File: src/rtl/frame_update_scheduler.sv
// Frame-synchronised game update scheduler: once every FRAME_DIV frames it
// asks the compute engine for one update and atomically commits the result.
//
// Ports:
//   clk, rst            clock, synchronous active-high reset
//   hsyncReg, vsyncReg  VGA pixel/line counters (frame end detection)
//   pause               level, blocks new updates from starting
//   compute_done        engine pulse: positions on *In are ready
//   ballIn, leftPaddleIn, rightPaddleIn     engine results
//   ballOut, leftPaddleOut, rightPaddleOut  committed positions
//   compute_start       one-cycle update request
//   commit              one-cycle pulse, positions changed this cycle
//   busy                an update is in flight
//   skip_cnt            saturating count of frame ends seen while busy
//   timeout_err         sticky, engine did not answer in time
module frame_update_scheduler #(
    parameter int HSYNC_ACTIVE = 639,
    parameter int VSYNC_ACTIVE = 479,
    parameter int FRAME_DIV    = 1,
    parameter int TIMEOUT      = 1024
) (
    input  logic        clk,
    input  logic        rst,
    input  logic [9:0]  hsyncReg,
    input  logic [9:0]  vsyncReg,
    input  logic        pause,
    input  logic        compute_done,
    input  logic [31:0] ballIn,
    input  logic [31:0] leftPaddleIn,
    input  logic [31:0] rightPaddleIn,
    output logic [31:0] ballOut,
    output logic [31:0] leftPaddleOut,
    output logic [31:0] rightPaddleOut,
    output logic        compute_start,
    output logic        commit,
    output logic        busy,
    output logic [7:0]  skip_cnt,
    output logic        timeout_err
);

    localparam int              TW       = $clog2(TIMEOUT);
    localparam logic [7:0]      DIV_LAST = 8'(FRAME_DIV - 1);
    localparam logic [TW-1:0]   TO_LAST  = TW'(TIMEOUT - 1);

    typedef enum logic [1:0] {
        IDLE,
        START,
        WAIT_DONE,
        COMMIT
    } state_t;

    state_t        state;
    state_t        state_nxt;

    logic          at_end;
    logic          at_end_q;
    logic          frame_end;
    logic [7:0]    div_cnt;
    logic [TW-1:0] to_cnt;

    logic          div_inc;
    logic          div_clr;
    logic          to_clr;
    logic          to_inc;
    logic          set_err;
    logic          load;
    logic          skip_inc;

    assign at_end = (hsyncReg == 10'(HSYNC_ACTIVE)) &&
                    (vsyncReg == 10'(VSYNC_ACTIVE));

    // The counters dwell on the last pixel for a while; only the first
    // cycle of that dwell counts as a frame end.
    assign frame_end = at_end && !at_end_q;

    assign skip_inc = frame_end && (state != IDLE) && (skip_cnt != 8'hFF);

    always_ff @(posedge clk) begin
        if (rst) begin
            state <= IDLE;
        end else begin
            state <= state_nxt;
        end
    end

    always_comb begin
        state_nxt     = state;
        div_inc       = 1'b0;
        div_clr       = 1'b0;
        to_clr        = 1'b0;
        to_inc        = 1'b0;
        set_err       = 1'b0;
        load          = 1'b0;
        compute_start = 1'b0;
        commit        = 1'b0;
        busy          = 1'b1;
        unique case (state)
            IDLE: begin
                busy = 1'b0;
                if (frame_end) begin
                    if (div_cnt == DIV_LAST) begin
                        // A paused frame still consumes its divider slot.
                        div_clr = 1'b1;
                        if (!pause) begin
                            state_nxt = START;
                        end
                    end else begin
                        div_inc = 1'b1;
                    end
                end
            end
            START: begin
                compute_start = 1'b1;
                to_clr        = 1'b1;
                state_nxt     = WAIT_DONE;
            end
            WAIT_DONE: begin
                if (compute_done) begin
                    // Capture with the done pulse so the new positions are
                    // visible during the COMMIT cycle itself.
                    load      = 1'b1;
                    state_nxt = COMMIT;
                end else if (to_cnt == TO_LAST) begin
                    set_err   = 1'b1;
                    state_nxt = IDLE;
                end else begin
                    to_inc = 1'b1;
                end
            end
            COMMIT: begin
                commit    = 1'b1;
                state_nxt = IDLE;
            end
            default: begin
                state_nxt = IDLE;
            end
        endcase
    end

    always_ff @(posedge clk) begin
        if (rst) begin
            at_end_q       <= 1'b0;
            div_cnt        <= 8'd0;
            to_cnt         <= '0;
            skip_cnt       <= 8'd0;
            timeout_err    <= 1'b0;
            ballOut        <= 32'd0;
            leftPaddleOut  <= 32'd0;
            rightPaddleOut <= 32'd0;
        end else begin
            at_end_q <= at_end;
            if (div_clr) begin
                div_cnt <= 8'd0;
            end else if (div_inc) begin
                div_cnt <= div_cnt + 8'd1;
            end
            if (to_clr) begin
                to_cnt <= '0;
            end else if (to_inc) begin
                to_cnt <= to_cnt + TW'(1);
            end
            if (skip_inc) begin
                skip_cnt <= skip_cnt + 8'd1;
            end
            if (set_err) begin
                timeout_err <= 1'b1;
            end
            if (load) begin
                ballOut        <= ballIn;
                leftPaddleOut  <= leftPaddleIn;
                rightPaddleOut <= rightPaddleIn;
            end
        end
    end

endmodule

File: config.mk
export PLATFORM = sky130hd
export DESIGN_NAME = frame_update_scheduler
export DESIGN_NICKNAME = d
export VERILOG_FILES = /design/src/rtl/frame_update_scheduler.sv
export SDC_FILE = /design/constraint.sdc
export NUM_CORES = 1
export LEC_CHECK = 0
export ABC_AREA = 0
export CORE_ASPECT_RATIO = 0.75
export CORE_MARGIN = 10
export CORE_UTILIZATION = 41
export CTS_CLUSTER_DIAMETER = 150
export DETAILED_ROUTE_END_ITERATION = 6
export PLACE_DENSITY_LB_ADDON = 0.08
export RECOVER_POWER = 25
export SYNTH_ARGS = -nofsm -noshare
export SYNTH_HDL_FRONTEND = slang
export SYNTH_SLANG_ARGS = --single-unit
export TNS_END_PERCENT = 30
File: constraint.sdc
create_clock -name clk -period 3.32 [get_ports clk]
set_input_delay 0.664 -clock clk [delete_from_list [all_inputs] [get_ports clk]]
set_output_delay 0.664 -clock clk [all_outputs]
set_load 0.02 [all_outputs]
# After elaboration in Yosys (flattened, before gate mapping)
# Cells that the tools add are included.
[totals]
wordCells = 57
regBits = 126
inputBits = 120
output_inout_bits = 108
[op_classes]
add_sub_neg = 3
n_eq_ne = 11
mux = 23
n_reduce_logical = 11
[op_table]
columns = ["operator", "n"]
rows = [
  ["equality test 10 bit (second input constant)", 2],
  ["2-to-1 mux 1 bit", 17],
  ["adder 8 x 1 -> 8 bit (second input constant)", 2],
  ["adder 10 x 1 -> 10 bit (second input constant)", 1],
  ["equality test 10 x 9 -> 1 bit (second input constant)", 1],
  ["2-to-1 mux 2 bit", 5],
  ["logical NOT 8 bit", 1],
  ["!= test 8 bit (second input constant)", 1],
  ["one-hot mux 2 bit (4 select lines)", 1],
  ["!= test 2 bit (second input constant)", 3],
  ["equality test 2 bit (second input constant)", 2],
  ["logical AND 1 bit", 4],
  ["AND reduction 4 bit", 1],
  ["OR reduction 2 bit", 2],
  ["!= test 3 bit (second input constant)", 1],
  ["equality test 2 x 1 -> 1 bit (second input constant)", 1],
  ["logical NOT 2 bit", 1],
  ["nonzero test 2 bit", 1],
  ["logical NOT 1 bit", 1],
]

# Logic depth before layout (Yosys ltp)
# Gate-level depths: netlist of run 1.
[depth]
ltp_word = 6
depth_mapped = 7
depth_no_buf = 7

# Worst setup path before layout of run 1
# Ideal clock, no wire load.
[synth_timing]
kind = "input -> register"
startpoint = "input port vsyncReg[9]"
endpoint = "register div_cnt[7]"
slack_ns = 0.696
setup_time_ns = 0.070
t_required_ns = 3.250
path_stages = 7
arrival_ns = 2.553
n_path_buf = 2
cell_sequence = "nand4b_1 -> or3_1 -> clkbuf_2 -> or4_1 -> clkbuf_2 -> or4_1 -> a21oi_1"
[synth_via]
elab_chain_len = 6
word_cells_on_any_way = 8
classes_between = "1 x eq/ne; 4 x mux; 3 x reduce/logical"
[synth_rtl]
columns = ["element", "line", "source"]
rows = [
  ["start, declared", "25", "input logic [9:0] vsyncReg,"],
  ["equality test 10 x 9 -> 1 bit (*)", "70", "(vsyncReg == 10'(VSYNC_ACTIVE));"],
  ["logical AND 1 bit (*)", "69", "assign at_end = (hsyncReg == 10'(HSYNC_ACTIVE)) &&"],
  ["logical AND 1 bit (*)", "74", "assign frame_end = at_end && !at_end_q;"],
  ["2-to-1 mux 1 bit", "100", "if (frame_end) begin"],
  ["2-to-1 mux 1 bit", "97", "unique case (state)"],
  ["OR reduction 2 bit (no source line)", "--", ""],
  ["end signal, assigned", "155", "div_cnt <= div_cnt + 8'd1;"],
  ["end, declared", "58", "logic [7:0] div_cnt;"],
]
# Mark *: on every way between the ends. The rest lies on a longest branch, timed or not.
# A chain may end at the register's enable or synchronous reset.

# Worst setup path in the final report of run 1
[layout_timing]
startpoint = "input port vsyncReg[7]"
endpoint = "register div_cnt[7]"
# The elaborated chain is that of the path after synthesis.

==> results of run 1 <==
layout make-up:
cell class,count,area (um^2),share of cell area
clock inverters,12,183.9,0.02368
inverters,6,22.52,0.002900
multi-input cells,423,2054,0.2645
clock buffers,20,466.7,0.06009
flip-flops and latches,126,2522,0.3248
repair buffers,236,2341,0.3014
well taps,140,175.2,0.02256
worst paths after layout:
path	start	to	slack [ns]	depth (start not counted)
max	vsyncReg[7]	div_cnt[7]	0.64	6
min	rightPaddleOut[24]	rightPaddleOut[24]	0.45	2
max reg2reg	div_cnt[0]	div_cnt[0]	1.07	7
min reg2reg	rightPaddleOut[24]	rightPaddleOut[24]	0.45	2
layer usage:
metal	share of wire	vias up	wire [um]
li1	-	2406	-
met1	0.41	2140	6464
met2	0.47	146	7461
met3	0.094	27	1486
met4	0.027	0	431
met5	0	-	0
cell families after synthesis:
group,synth area share
AND/OR/NAND/NOR,0.2647
multiplexers,0.008453
buffers and inverters,0.03381
XOR/XNOR,0.02958
AO/OA/AOI/OAI,0.1204
adder cells (fa/ha/maj),0.01057
flip-flops,0.5325
state kept, by name, summed over array words and instances (netlist names):
name / cells
ballOut: 32
leftPaddleOut: 32
rightPaddleOut: 32
to_cnt: 10
div_cnt: 8
skip_cnt: 8
state: 2
at_end_q: 1
timeout_err: 1
worst register-to-register path, delay by kind of cell (launching register included):
kind | cells | cell delay [ns]
buffers and inverters | 1 | 0.10
adders and majority gates | 1 | 0.14
DFF | 1 | 0.34
muxes | 1 | 0.17
and+or+nand+nor | 4 | 1.36
report_power, final:
part	internal (mW)	leakage (nW)	switching, mW
clock network	1.32	0.313	0.685
logic	0.127	1.33	0.0475
registers	1.51	1.01	0.000000183
stage by stage:
| stage | setup WS [ns] | hold slack (ns) | total power [mW] | area (um^2) | utilization |
|---|---|---|---|---|---|
| after floorplan | 0.6964 | 0.4520 | 1.571 | 4737 | - |
| after global placement | 0.3261 | 0.4411 | 1.718 | 7129 | 0.6419 |
| after detailed placement | 0.2844 | 0.4459 | 1.720 | 7129 | 0.6419 |
| after CTS | 0.7166 | 0.4532 | 3.729 | 7780 | 0.7005 |
| after global routing | 0.5406 | 0.4733 | 3.804 | 7766 | 0.6992 |
| final | 0.6357 | 0.4519 | 3.694 | 7766 | 0.6992 |
synthesized netlist by cell type, types with 3 or more instances:
cell type,instances
sky130_fd_sc_hd__a21oi_1,104
sky130_fd_sc_hd__and3_1,6
sky130_fd_sc_hd__and4_1,3
sky130_fd_sc_hd__buf_1,4
sky130_fd_sc_hd__clkbuf_1,30
sky130_fd_sc_hd__dfxtp_1,126
sky130_fd_sc_hd__ha_1,4
sky130_fd_sc_hd__inv_1,6
sky130_fd_sc_hd__mux2i_1,4
sky130_fd_sc_hd__nand2_1,203
sky130_fd_sc_hd__nand3_1,10
sky130_fd_sc_hd__nand4_1,7
sky130_fd_sc_hd__nand4b_1,7
sky130_fd_sc_hd__nor2_1,26
sky130_fd_sc_hd__nor3_1,4
sky130_fd_sc_hd__nor4_1,6
sky130_fd_sc_hd__or4_1,4
sky130_fd_sc_hd__xnor2_1,3
sky130_fd_sc_hd__xor2_1,13
==> flow_results.xml, run 1 <==
<?xml version="1.0" encoding="UTF-8"?>
<metrics>
  <group name="run_status">
    <metric name="status" unit="">finished clean</metric>
  </group>
  <group name="cts">
    <metric name="htree_num_levels" unit="">4</metric>
    <metric name="clk_pin_slew" unit="ns">0.06</metric>
    <metric name="tritoncts" unit="">done</metric>
    <metric name="clk-insertion-delay-late" unit="ns">0.41</metric>
    <metric name="number_of_gates_resized_after_cts" unit="">0</metric>
    <metric name="cts-buffers-inserted" unit="">17</metric>
    <metric name="post_cts_setup_buffer_count" unit="">0</metric>
    <metric name="clock-sinks" unit="">126</metric>
    <metric name="cts_root_buf" unit="">sky130_fd_sc_hd__clkbuf_16</metric>
    <metric name="clock_tree.buffer_depth" unit="">2</metric>
    <metric name="postCtsHoldBufs" unit="">0</metric>
  </group>
  <group name="global_routing">
    <metric name="top_usage_layer" unit="">met2</metric>
    <metric name="grt_use_met3" unit="">0.07522</metric>
    <metric name="grt_pass1_vias" unit="">4683</metric>
    <metric name="use_met2" unit="">0.3132</metric>
    <metric name="globalRoute.totalOverflow" unit="">0</metric>
    <metric name="grt.met1_usage" unit="">0.2117</metric>
    <metric name="wire_length_of_the_first_global_routing_pass" unit="mm">24.60</metric>
    <metric name="grt_usage" unit="">0.1885</metric>
    <metric name="grt_max_degree" unit="">66</metric>
    <metric name="number_of_antenna_violations_at_the_first_check_in_global_routing" unit="">0</metric>
  </group>
  <group name="setup_path">
    <metric name="setup.worst_path.start_class" unit="">input port</metric>
    <metric name="required_time_worst_endpoint" unit="ns">3.65</metric>
    <metric name="critical-path-top-cell-by-count" unit="">sky130_fd_sc_hd__or4_1</metric>
    <metric name="crit_path_arrival_time" unit="ns">3.02</metric>
    <metric name="worstPathBufferInverterCount" unit="">1</metric>
    <metric name="timing.critical_path.fanout_max" unit="">7</metric>
    <metric name="critPathCaptureType" unit="">flip-flop</metric>
    <metric name="setup.worst_path.class" unit="">in2reg</metric>
    <metric name="critical_path_s_largest_stage_delay" unit="ns">0.54</metric>
    <metric name="cp_cell_sequence" unit="">dlygate4sd3_1 &gt; nand4b_1 &gt; or3_1 &gt; or4_1 &gt; or4_1 &gt; a21oi_1</metric>
    <metric name="critPathSlowestCell" unit="">sky130_fd_sc_hd__or4_1</metric>
    <metric name="crit_family" unit="">simple AND/OR/NAND/NOR gates</metric>
  </group>
  <group name="place">
    <metric name="detailedPlacementHpwl" unit="mm">11.67</metric>
    <metric name="port_buffers" unit="">227</metric>
    <metric name="placed_cells" unit="">931</metric>
    <metric name="gp_routability_congestion" unit="">0.8159</metric>
  </group>
  <group name="power">
    <metric name="p_leak" unit="nW">2.656</metric>
    <metric name="worst_ir_drop_vdd" unit="mV">0.4145</metric>
    <metric name="pwr_density" unit="nW/um^2">475.7</metric>
  </group>
  <group name="yosys">
    <metric name="synth.lib_cells_used.distinct" unit="">34</metric>
    <metric name="synth_seq_cells" unit="">126</metric>
    <metric name="synth_async_sr_flop_share" unit="">0</metric>
    <metric name="synthesis.yosys.warnings" unit="">0</metric>
    <metric name="synth-seq-area-share" unit="">0.5325</metric>
    <metric name="postSynthNetCount" unit="">715</metric>
    <metric name="synth-edff-count" unit="">0</metric>
    <metric name="synth.area.top_cells" unit="">sky130_fd_sc_hd__dfxtp_1 (53%), sky130_fd_sc_hd__nand2_1 (16%), sky130_fd_sc_hd__a21oi_1 (11%)</metric>
    <metric name="synthDominantCellAreaShare" unit="">0.5325</metric>
    <metric name="synth_area_leader_cell" unit="">sky130_fd_sc_hd__dfxtp_1</metric>
    <metric name="post_synth_instance_area" unit="um^2">4737</metric>
    <metric name="ys_dominant_reg_cell" unit="">sky130_fd_sc_hd__dfxtp_1</metric>
    <metric name="netlist_instances" unit="">591</metric>
    <metric name="post_synth.cell_area_avg" unit="um^2">8.015</metric>
  </group>
  <group name="routing">
    <metric name="vias_per_cell" unit="">4.900</metric>
    <metric name="drt-wirelength-per-cell" unit="um">16.45</metric>
    <metric name="antenna_left" unit="">0</metric>
    <metric name="detailroute.via_count" unit="">4719</metric>
    <metric name="initialDrtViolationCount" unit="">222</metric>
    <metric name="postRouteWirelength" unit="mm">15.84</metric>
    <metric name="route.detailed.drc" unit="">0</metric>
    <metric name="firstDrtPassIters" unit="">6</metric>
  </group>
  <group name="sta">
    <metric name="final_hold_violations" unit="">0</metric>
    <metric name="finalCriticalPeriod" unit="ns">2.684</metric>
    <metric name="rsz0062_at_grt" unit="">false</metric>
    <metric name="worstMarginPinSlew" unit="ns">1.157</metric>
    <metric name="slew_viol_final" unit="">0</metric>
    <metric name="fin_worst_skew" unit="ns">0.005667</metric>
    <metric name="clock.fmax" unit="MHz">372.5</metric>
    <metric name="fin_crit_sh" unit="">0.8085</metric>
    <metric name="setup_total_negative_slack" unit="ns">0</metric>
    <metric name="final-setup-viol-count" unit="">0</metric>
    <metric name="timing.max_slew.rel_slack" unit="">0.2289</metric>
  </group>
  <group name="floorplanning">
    <metric name="design.core.area" unit="um^2">11110</metric>
    <metric name="floorplan.die_area" unit="um^2">16300</metric>
    <metric name="num_io_pins" unit="">228</metric>
    <metric name="die_h" unit="um">113.1</metric>
    <metric name="fp.dieW" unit="um">144.1</metric>
    <metric name="start_util" unit="">0.4265</metric>
    <metric name="floorplan.rows" unit="">33</metric>
  </group>
  <group name="layout">
    <metric name="antenna_diodes" unit="">0</metric>
    <metric name="layout.cells.non_filler" unit="">963</metric>
    <metric name="most_frequent_standard_cell_in_the_layout_excluding_fill_and_tap_cells" unit="">sky130_fd_sc_hd__clkdlybuf4s50_1</metric>
    <metric name="area_growth" unit="%">63.95</metric>
    <metric name="layout-drive-gt1-share" unit="">0.05589</metric>
    <metric name="finalNetCount" unit="">934</metric>
    <metric name="number_of_filler_instances_in_the_final_layout" unit="">871</metric>
    <metric name="layout.cells.most_common_list" unit="">sky130_fd_sc_hd__clkdlybuf4s50_1 (224), sky130_fd_sc_hd__nand2_1 (203), sky130_fd_sc_hd__dfxtp_1 (126), sky130_fd_sc_hd__a21oi_1 (104), sky130_fd_sc_hd__nor2_1 (26)</metric>
  </group>
  <group name="worst_hold_path">
    <metric name="hold_path_class" unit="">reg2reg</metric>
  </group>
  <group name="job">
    <metric name="maxCapViolCount" unit="">0</metric>
  </group>
</metrics>
Note: power is estimated with default switching activity, not from simulation.
==> run 2: changes to the inputs <==
--- a/config.mk
+++ b/config.mk
@@ -8,7 +8,7 @@
 export ABC_AREA = 0
 export CORE_ASPECT_RATIO = 0.75
 export CORE_MARGIN = 10
-export CORE_UTILIZATION = 41
+export CORE_UTILIZATION = 37
 export CTS_CLUSTER_DIAMETER = 150
 export DETAILED_ROUTE_END_ITERATION = 6
 export PLACE_DENSITY_LB_ADDON = 0.08
==> constraint.sdc (replaced) <==
create_clock -name clk -period 2.2 [get_ports clk]
set_input_delay 0.44 -clock clk [delete_from_list [all_inputs] [get_ports clk]]
set_output_delay 0.44 -clock clk [all_outputs]
set_load 0.02 [all_outputs]
==> run 2 against run 1 <==
Net effect:
- power is 48% higher
- critical path type unchanged
- register-to-register slack worse by 0.83 ns
- clock-buffer cell count is 2 lower
- global-route usage is 1.8 points lower
- hold slack better by 0.0018 ns
- non-clock buffer count is 12 higher
- sequential cell count stayed put
==> flow_results.xml, run 2 (synthesis gave the netlist of run 1 again) <==
<?xml version="1.0" encoding="UTF-8"?>
<metrics>
  <group name="run_status">
    <metric name="status" unit="">finished clean</metric>
  </group>
  <group name="routing">
    <metric name="route.detailed.drc" unit="">0</metric>
    <metric name="drt-wirelength-per-cell" unit="um">16.23</metric>
    <metric name="firstDrtPassIters" unit="">5</metric>
    <metric name="antenna_left" unit="">0</metric>
    <metric name="postRouteWirelength" unit="mm">16.23</metric>
    <metric name="vias_per_cell" unit="">4.864</metric>
    <metric name="detailroute.via_count" unit="">4864</metric>
    <metric name="initialDrtViolationCount" unit="">227</metric>
  </group>
  <group name="cts">
    <metric name="tritoncts" unit="">done</metric>
    <metric name="postCtsHoldBufs" unit="">0</metric>
    <metric name="clock_tree.buffer_depth" unit="">2</metric>
    <metric name="clk-insertion-delay-late" unit="ns">0.40</metric>
    <metric name="cts-buffers-inserted" unit="">17</metric>
    <metric name="cts_root_buf" unit="">sky130_fd_sc_hd__clkbuf_16</metric>
    <metric name="htree_num_levels" unit="">4</metric>
    <metric name="clock-sinks" unit="">126</metric>
    <metric name="clk_pin_slew" unit="ns">0.06</metric>
  </group>
  <group name="setup_path">
    <metric name="crit_start" unit="">hsyncReg[1]</metric>
    <metric name="critPathCaptureType" unit="">flip-flop</metric>
    <metric name="reg2reg_depth" unit="">8</metric>
    <metric name="required_time_worst_endpoint" unit="ns">2.52</metric>
    <metric name="setup.worst_path.class" unit="">in2reg</metric>
    <metric name="regToRegEndpoint" unit="">div_cnt[4]</metric>
    <metric name="r2r_start" unit="">div_cnt[0]</metric>
    <metric name="crit_path_arrival_time" unit="ns">2.47</metric>
    <metric name="endpoint" unit="">div_cnt[5]</metric>
    <metric name="r2r_slack" unit="ns">0.24</metric>
    <metric name="timing.critical_path.fanout_max" unit="">5</metric>
    <metric name="setup.worst_path.start_class" unit="">input port</metric>
  </group>
  <group name="global_routing">
    <metric name="grt_max_degree" unit="">72</metric>
    <metric name="number_of_antenna_violations_at_the_first_check_in_global_routing" unit="">0</metric>
    <metric name="wire_length_of_the_first_global_routing_pass" unit="mm">24.79</metric>
    <metric name="globalRoute.totalOverflow" unit="">0</metric>
    <metric name="grt_pass1_vias" unit="">4851</metric>
    <metric name="grt_usage" unit="">0.1710</metric>
  </group>
  <group name="sta">
    <metric name="postLayoutSetupSlackWorst" unit="ns">0.05440</metric>
    <metric name="hold_ws" unit="ns">0.4536</metric>
    <metric name="slew_viol_final" unit="">0</metric>
    <metric name="worstMarginPinSlew" unit="ns">0.7736</metric>
    <metric name="final_hold_violations" unit="">0</metric>
    <metric name="fin_worst_skew" unit="ns">0.01111</metric>
    <metric name="clock.fmax" unit="MHz">466.1</metric>
    <metric name="final-setup-viol-count" unit="">0</metric>
    <metric name="timing.max_slew.rel_slack" unit="">0.4842</metric>
    <metric name="fin_crit_sh" unit="">0.9753</metric>
    <metric name="rsz0062_at_grt" unit="">false</metric>
    <metric name="setup_total_negative_slack" unit="ns">0</metric>
    <metric name="finalCriticalPeriod" unit="ns">2.146</metric>
  </group>
  <group name="layout">
    <metric name="finalNetCount" unit="">946</metric>
    <metric name="reg_top3" unit="">ballOut x32, leftPaddleOut x32, rightPaddleOut x32</metric>
    <metric name="number_of_filler_instances_in_the_final_layout" unit="">1055</metric>
    <metric name="area_growth" unit="%">67.20</metric>
    <metric name="most_frequent_standard_cell_in_the_layout_excluding_fill_and_tap_cells" unit="">sky130_fd_sc_hd__clkdlybuf4s50_1</metric>
    <metric name="utilization" unit="">0.6391</metric>
    <metric name="final_cell_area" unit="um^2">7920</metric>
    <metric name="layout-drive-gt1-share" unit="">0.07194</metric>
    <metric name="layout.cells.non_filler" unit="">1000</metric>
    <metric name="layout.cells.most_common_list" unit="">sky130_fd_sc_hd__clkdlybuf4s50_1 (212), sky130_fd_sc_hd__nand2_1 (203), sky130_fd_sc_hd__dfxtp_1 (126), sky130_fd_sc_hd__a21oi_1 (103), sky130_fd_sc_hd__nor2_1 (26)</metric>
    <metric name="antenna_diodes" unit="">0</metric>
  </group>
  <group name="worst_hold_path">
    <metric name="hold_start" unit="">rightPaddleOut[1]</metric>
    <metric name="hold_path_class" unit="">reg2reg</metric>
  </group>
  <group name="place">
    <metric name="placed_area" unit="um^2">7269</metric>
    <metric name="detailedPlacementHpwl" unit="mm">11.94</metric>
    <metric name="gp_routability_congestion" unit="">0.8385</metric>
    <metric name="placed_cells" unit="">968</metric>
    <metric name="port_buffers" unit="">227</metric>
    <metric name="dp_worst_setup_slack" unit="ns">-0.4612</metric>
  </group>
  <group name="floorplanning">
    <metric name="die_h" unit="um">118.0</metric>
    <metric name="fp.dieW" unit="um">150.7</metric>
    <metric name="start_util" unit="">0.3822</metric>
    <metric name="design.core.area" unit="um^2">12390</metric>
    <metric name="num_io_pins" unit="">228</metric>
    <metric name="floorplan.die_area" unit="um^2">17780</metric>
    <metric name="floorplan.rows" unit="">35</metric>
  </group>
  <group name="power">
    <metric name="fin_total_pwr" unit="mW">5.458</metric>
    <metric name="p_leak" unit="nW">2.813</metric>
    <metric name="worst_ir_drop_vdd" unit="mV">0.6555</metric>
    <metric name="pwr_density" unit="nW/um^2">689.1</metric>
  </group>
  <group name="job">
    <metric name="maxCapViolCount" unit="">0</metric>
  </group>
</metrics>
[run 2: where the power goes]
group	total [mW]	internal, mW	switching, mW
sequential	2.28	2.28	0.000000289
clock	2.91	1.90	1.01
combinational	0.265	0.191	0.0742
[run 2: cell type report]
class / count / area [um^2] / area share
sequential: 126 / 2522 / 0.3185
timing repair buffer: 248 / 2474 / 0.3123
multi-input combinational: 423 / 2073 / 0.2618
clock buffer: 18 / 429.2 / 0.05419
tap: 166 / 207.7 / 0.02622
clock inverter: 13 / 191.4 / 0.02417
inverter: 6 / 22.52 / 0.002844
[run 2: timing repair]
action / CTS / global route
setup endpoints to repair: 2 / 5
pin swaps: 2 / 8
endpoints found under the hold margin: 0 / 0
gates cloned: 0 / 0
gates resized for setup: 6 / 13
setup buffers: 1 / 1
[run 2: metal layers]
layer | vias up | share of wire | track usage
met3 | 12 | 0.11 | 0.07530
met5 | - | 0 | 0
li1 | 2427 | - | -
met1 | 2241 | 0.41 | 0.1938
met4 | 0 | 0.0097 | 0.04922
met2 | 184 | 0.48 | 0.2831
[run 2: how the worst min path moves through the flow]
stage,end,cells past startpoint
finish,rightPaddleOut[1],2
global route,ballOut[1],2
CTS,leftPaddleOut[16],2
detailed placement,leftPaddleOut[16],2
global placement,ballOut[7],2
floorplan,div_cnt[7],2
[run 2: worst max-delay path: stages]
cell	delay, ns
sky130_fd_sc_hd__clkdlybuf4s50_1	0.47
sky130_fd_sc_hd__nand4_1	0.14
sky130_fd_sc_hd__or2_4	0.28
sky130_fd_sc_hd__or4_4	0.45
sky130_fd_sc_hd__or4_1	0.54
sky130_fd_sc_hd__a21oi_1	0.14
==> run 3: changes to the inputs <==
--- a/config.mk
+++ b/config.mk
@@ -8,7 +8,7 @@
 export ABC_AREA = 0
 export CORE_ASPECT_RATIO = 0.75
 export CORE_MARGIN = 10
-export CORE_UTILIZATION = 37
+export CORE_UTILIZATION = 41
 export CTS_CLUSTER_DIAMETER = 150
 export DETAILED_ROUTE_END_ITERATION = 6
 export PLACE_DENSITY_LB_ADDON = 0.08
==> constraint.sdc (replaced) <==
create_clock -name clk -period 2.3 [get_ports clk]
set_input_delay 0.46 -clock clk [delete_from_list [all_inputs] [get_ports clk]]
set_output_delay 0.46 -clock clk [all_outputs]
set_load 0.02 [all_outputs]
==> run 3 against run 2 <==
Net effect:
- final cell count down 2.6%
- sequential power is 4% lower
- sequential cell count unchanged
- clock skew is 0.0053 ns lower
- clock power down 6%
- global-route usage increased by 1.9 points
- final area is 1.1% lower
- via count is 1.0% lower
- setup slack got worse by 0.029 ns
==> flow_results.xml, run 3 (synthesis gave the netlist of run 1 again) <==
<?xml version="1.0" encoding="UTF-8"?>
<metrics>
  <group name="run_status">
    <metric name="status" unit="">finished clean</metric>
  </group>
  <group name="worst_hold_path">
    <metric name="hold_start" unit="">rst</metric>
    <metric name="hold_path_class" unit="">in2reg</metric>
    <metric name="whs_path_depth" unit="">2</metric>
    <metric name="hold-path-endpoint" unit="">skip_cnt[2]</metric>
  </group>
  <group name="global_routing">
    <metric name="wire_length_of_the_first_global_routing_pass" unit="mm">24.85</metric>
    <metric name="grt_pass1_vias" unit="">4821</metric>
    <metric name="use_met2" unit="">0.3150</metric>
    <metric name="top_usage_layer" unit="">met2</metric>
    <metric name="grt_usage" unit="">0.1896</metric>
    <metric name="grt_max_degree" unit="">69</metric>
    <metric name="grt.met1_usage" unit="">0.2035</metric>
    <metric name="grt_use_met3" unit="">0.08859</metric>
    <metric name="globalRoute.totalOverflow" unit="">0</metric>
    <metric name="number_of_antenna_violations_at_the_first_check_in_global_routing" unit="">0</metric>
  </group>
  <group name="routing">
    <metric name="route.detailed.drc" unit="">0</metric>
    <metric name="antenna_left" unit="">0</metric>
    <metric name="firstDrtPassIters" unit="">4</metric>
    <metric name="drt-wirelength-per-cell" unit="um">16.34</metric>
    <metric name="vias_per_cell" unit="">4.944</metric>
    <metric name="detailroute.via_count" unit="">4815</metric>
    <metric name="postRouteWirelength" unit="mm">15.91</metric>
    <metric name="initialDrtViolationCount" unit="">267</metric>
  </group>
  <group name="sta">
    <metric name="worstMarginPinSlew" unit="ns">0.7514</metric>
    <metric name="fin_worst_skew" unit="ns">0.005757</metric>
    <metric name="slew_viol_final" unit="">0</metric>
    <metric name="fin_crit_sh" unit="">0.9889</metric>
    <metric name="final-setup-viol-count" unit="">0</metric>
    <metric name="clock.fmax" unit="MHz">439.7</metric>
    <metric name="finalCriticalPeriod" unit="ns">2.275</metric>
    <metric name="hold_ws" unit="ns">0.4406</metric>
    <metric name="setup_total_negative_slack" unit="ns">0</metric>
    <metric name="final_hold_violations" unit="">0</metric>
    <metric name="timing.max_slew.rel_slack" unit="">0.4991</metric>
  </group>
  <group name="place">
    <metric name="port_buffers" unit="">227</metric>
    <metric name="placed_cells" unit="">942</metric>
    <metric name="detailedPlacementHpwl" unit="mm">11.81</metric>
    <metric name="placed_area" unit="um^2">7237</metric>
    <metric name="gp_routability_congestion" unit="">0.8303</metric>
  </group>
  <group name="setup_path">
    <metric name="critPathCaptureType" unit="">flip-flop</metric>
    <metric name="required_time_worst_endpoint" unit="ns">2.64</metric>
    <metric name="critical_path_s_largest_stage_delay" unit="ns">0.52</metric>
    <metric name="reg2reg_depth" unit="">8</metric>
    <metric name="r2r_slack" unit="ns">0.26</metric>
    <metric name="setup.worst_path.class" unit="">in2reg</metric>
    <metric name="crit_path_arrival_time" unit="ns">2.61</metric>
    <metric name="regToRegEndpoint" unit="">div_cnt[0]</metric>
    <metric name="cp_cell_sequence" unit="">clkdlybuf4s50_1 &gt; nand4b_1 &gt; or3_4 &gt; or4_4 &gt; or4_1 &gt; a21oi_2</metric>
    <metric name="critPathSlowestCell" unit="">sky130_fd_sc_hd__or4_4</metric>
    <metric name="setup.worst_path.start_class" unit="">input port</metric>
    <metric name="r2r_start" unit="">div_cnt[0]</metric>
    <metric name="timing.critical_path.fanout_max" unit="">5</metric>
  </group>
  <group name="layout">
    <metric name="layout-drive-gt1-share" unit="">0.06715</metric>
    <metric name="area_growth" unit="%">65.35</metric>
    <metric name="reg_top3" unit="">ballOut x32, leftPaddleOut x32, rightPaddleOut x32</metric>
    <metric name="layout.cells.non_filler" unit="">974</metric>
    <metric name="layout.cells.most_common_list" unit="">sky130_fd_sc_hd__clkdlybuf4s50_1 (225), sky130_fd_sc_hd__nand2_1 (203), sky130_fd_sc_hd__dfxtp_1 (126), sky130_fd_sc_hd__a21oi_1 (103), sky130_fd_sc_hd__nor2_1 (26)</metric>
    <metric name="multi_input_comb_area" unit="um^2">2067</metric>
    <metric name="most_frequent_standard_cell_in_the_layout_excluding_fill_and_tap_cells" unit="">sky130_fd_sc_hd__clkdlybuf4s50_1</metric>
    <metric name="final_cell_area" unit="um^2">7833</metric>
    <metric name="finalNetCount" unit="">945</metric>
    <metric name="number_of_filler_instances_in_the_final_layout" unit="">873</metric>
    <metric name="final-seq-area" unit="um^2">2522</metric>
    <metric name="antenna_diodes" unit="">0</metric>
  </group>
  <group name="power">
    <metric name="worst_ir_drop_vdd" unit="mV">0.5628</metric>
    <metric name="p_leak" unit="nW">2.691</metric>
    <metric name="fin_total_pwr" unit="mW">5.169</metric>
    <metric name="pwr_density" unit="nW/um^2">660.0</metric>
  </group>
  <group name="floorplanning">
    <metric name="num_io_pins" unit="">228</metric>
    <metric name="die_h" unit="um">113.1</metric>
    <metric name="floorplan.rows" unit="">33</metric>
    <metric name="design.core.area" unit="um^2">11110</metric>
    <metric name="start_util" unit="">0.4265</metric>
    <metric name="fp.dieW" unit="um">144.1</metric>
    <metric name="floorplan.die_area" unit="um^2">16300</metric>
  </group>
  <group name="cts">
    <metric name="postCtsHoldBufs" unit="">0</metric>
    <metric name="clk-insertion-delay-late" unit="ns">0.41</metric>
    <metric name="htree_num_levels" unit="">4</metric>
    <metric name="clk_pin_slew" unit="ns">0.06</metric>
    <metric name="cts-buffers-inserted" unit="">17</metric>
    <metric name="clock-sinks" unit="">126</metric>
    <metric name="post_cts_setup_buffer_count" unit="">0</metric>
    <metric name="clock_tree.buffer_depth" unit="">2</metric>
    <metric name="tritoncts" unit="">done</metric>
    <metric name="cts_root_buf" unit="">sky130_fd_sc_hd__clkbuf_16</metric>
  </group>
  <group name="job">
    <metric name="maxCapViolCount" unit="">0</metric>
  </group>
</metrics>
-- run 3: changes by cell type in the layout (fill, tap and decap cells not counted), moves of 3 or more --
cell,previous run,this run
sky130_fd_sc_hd__clkbuf_1,2,5
sky130_fd_sc_hd__clkdlybuf4s50_1,212,225
sky130_fd_sc_hd__clkinv_4,4,1
sky130_fd_sc_hd__dlymetal6s2s_1,11,0
-- run 3: critical path: cells and delay by family --
family                 cells  cell delay [ns]
and+or+nand+nor            4             1.59
buffers and inverters      1             0.41
AOI/OAI and AO/OA          1             0.15
-- run 3: power breakdown --
part / leakage, nW / internal, mW / switching (mW) / total [mW]
combinational: 1.39 / 0.187 / 0.0700 / 0.257
clock: 0.287 / 1.81 / 0.921 / 2.73
sequential: 1.01 / 2.18 / 0.000000258 / 2.18
total: 2.69 / 4.18 / 0.991 / 5.17
-- run 3: what timing repair did --
item | CTS | global route
hold endpoints to repair | 0 | 0
gates resized for setup | 1 | 2
endpoints found under the setup margin | 1 | 1
-- run 3: final cells by class --
type	instances	share of cell area
multi-input combinational	423	0.2639
timing repair buffer	247	0.3113
sequential	126	0.3220
inverter	6	0.002875
tap	140	0.02236
clock inverter	11	0.02125
clock buffer	21	0.05623
-- run 3: metrics by stage --
| step | worst slack (ns) | util |
|---|---|---|
| floorplan | -0.05487 | - |
| global placement | -0.3712 | 0.6516 |
| detailed placement | -0.4225 | 0.6516 |
| CTS | 0.04629 | 0.7065 |
| global route | -0.001966 | 0.7052 |
| finish | 0.02546 | 0.7052 |
-- run 3: metal layers --
metal | wire length (um) | vias up | part of all wire
met5 | 0 | - | 0
met3 | 1649 | 26 | 0.10
met2 | 7693 | 145 | 0.48
met1 | 6149 | 2221 | 0.39
li1 | - | 2423 | -
met4 | 419 | 0 | 0.026
-- run 3: worst max-delay path by stage --
stage                startpoint         end  depth (start not counted)
detailed placement  vsyncReg[1]  div_cnt[5]                          6
finish              vsyncReg[5]  div_cnt[5]                          6
global placement    vsyncReg[1]  div_cnt[5]                          6
CTS                 vsyncReg[1]  div_cnt[5]                          6
global route        hsyncReg[8]  div_cnt[5]                          6
floorplan           vsyncReg[5]  div_cnt[5]                          7
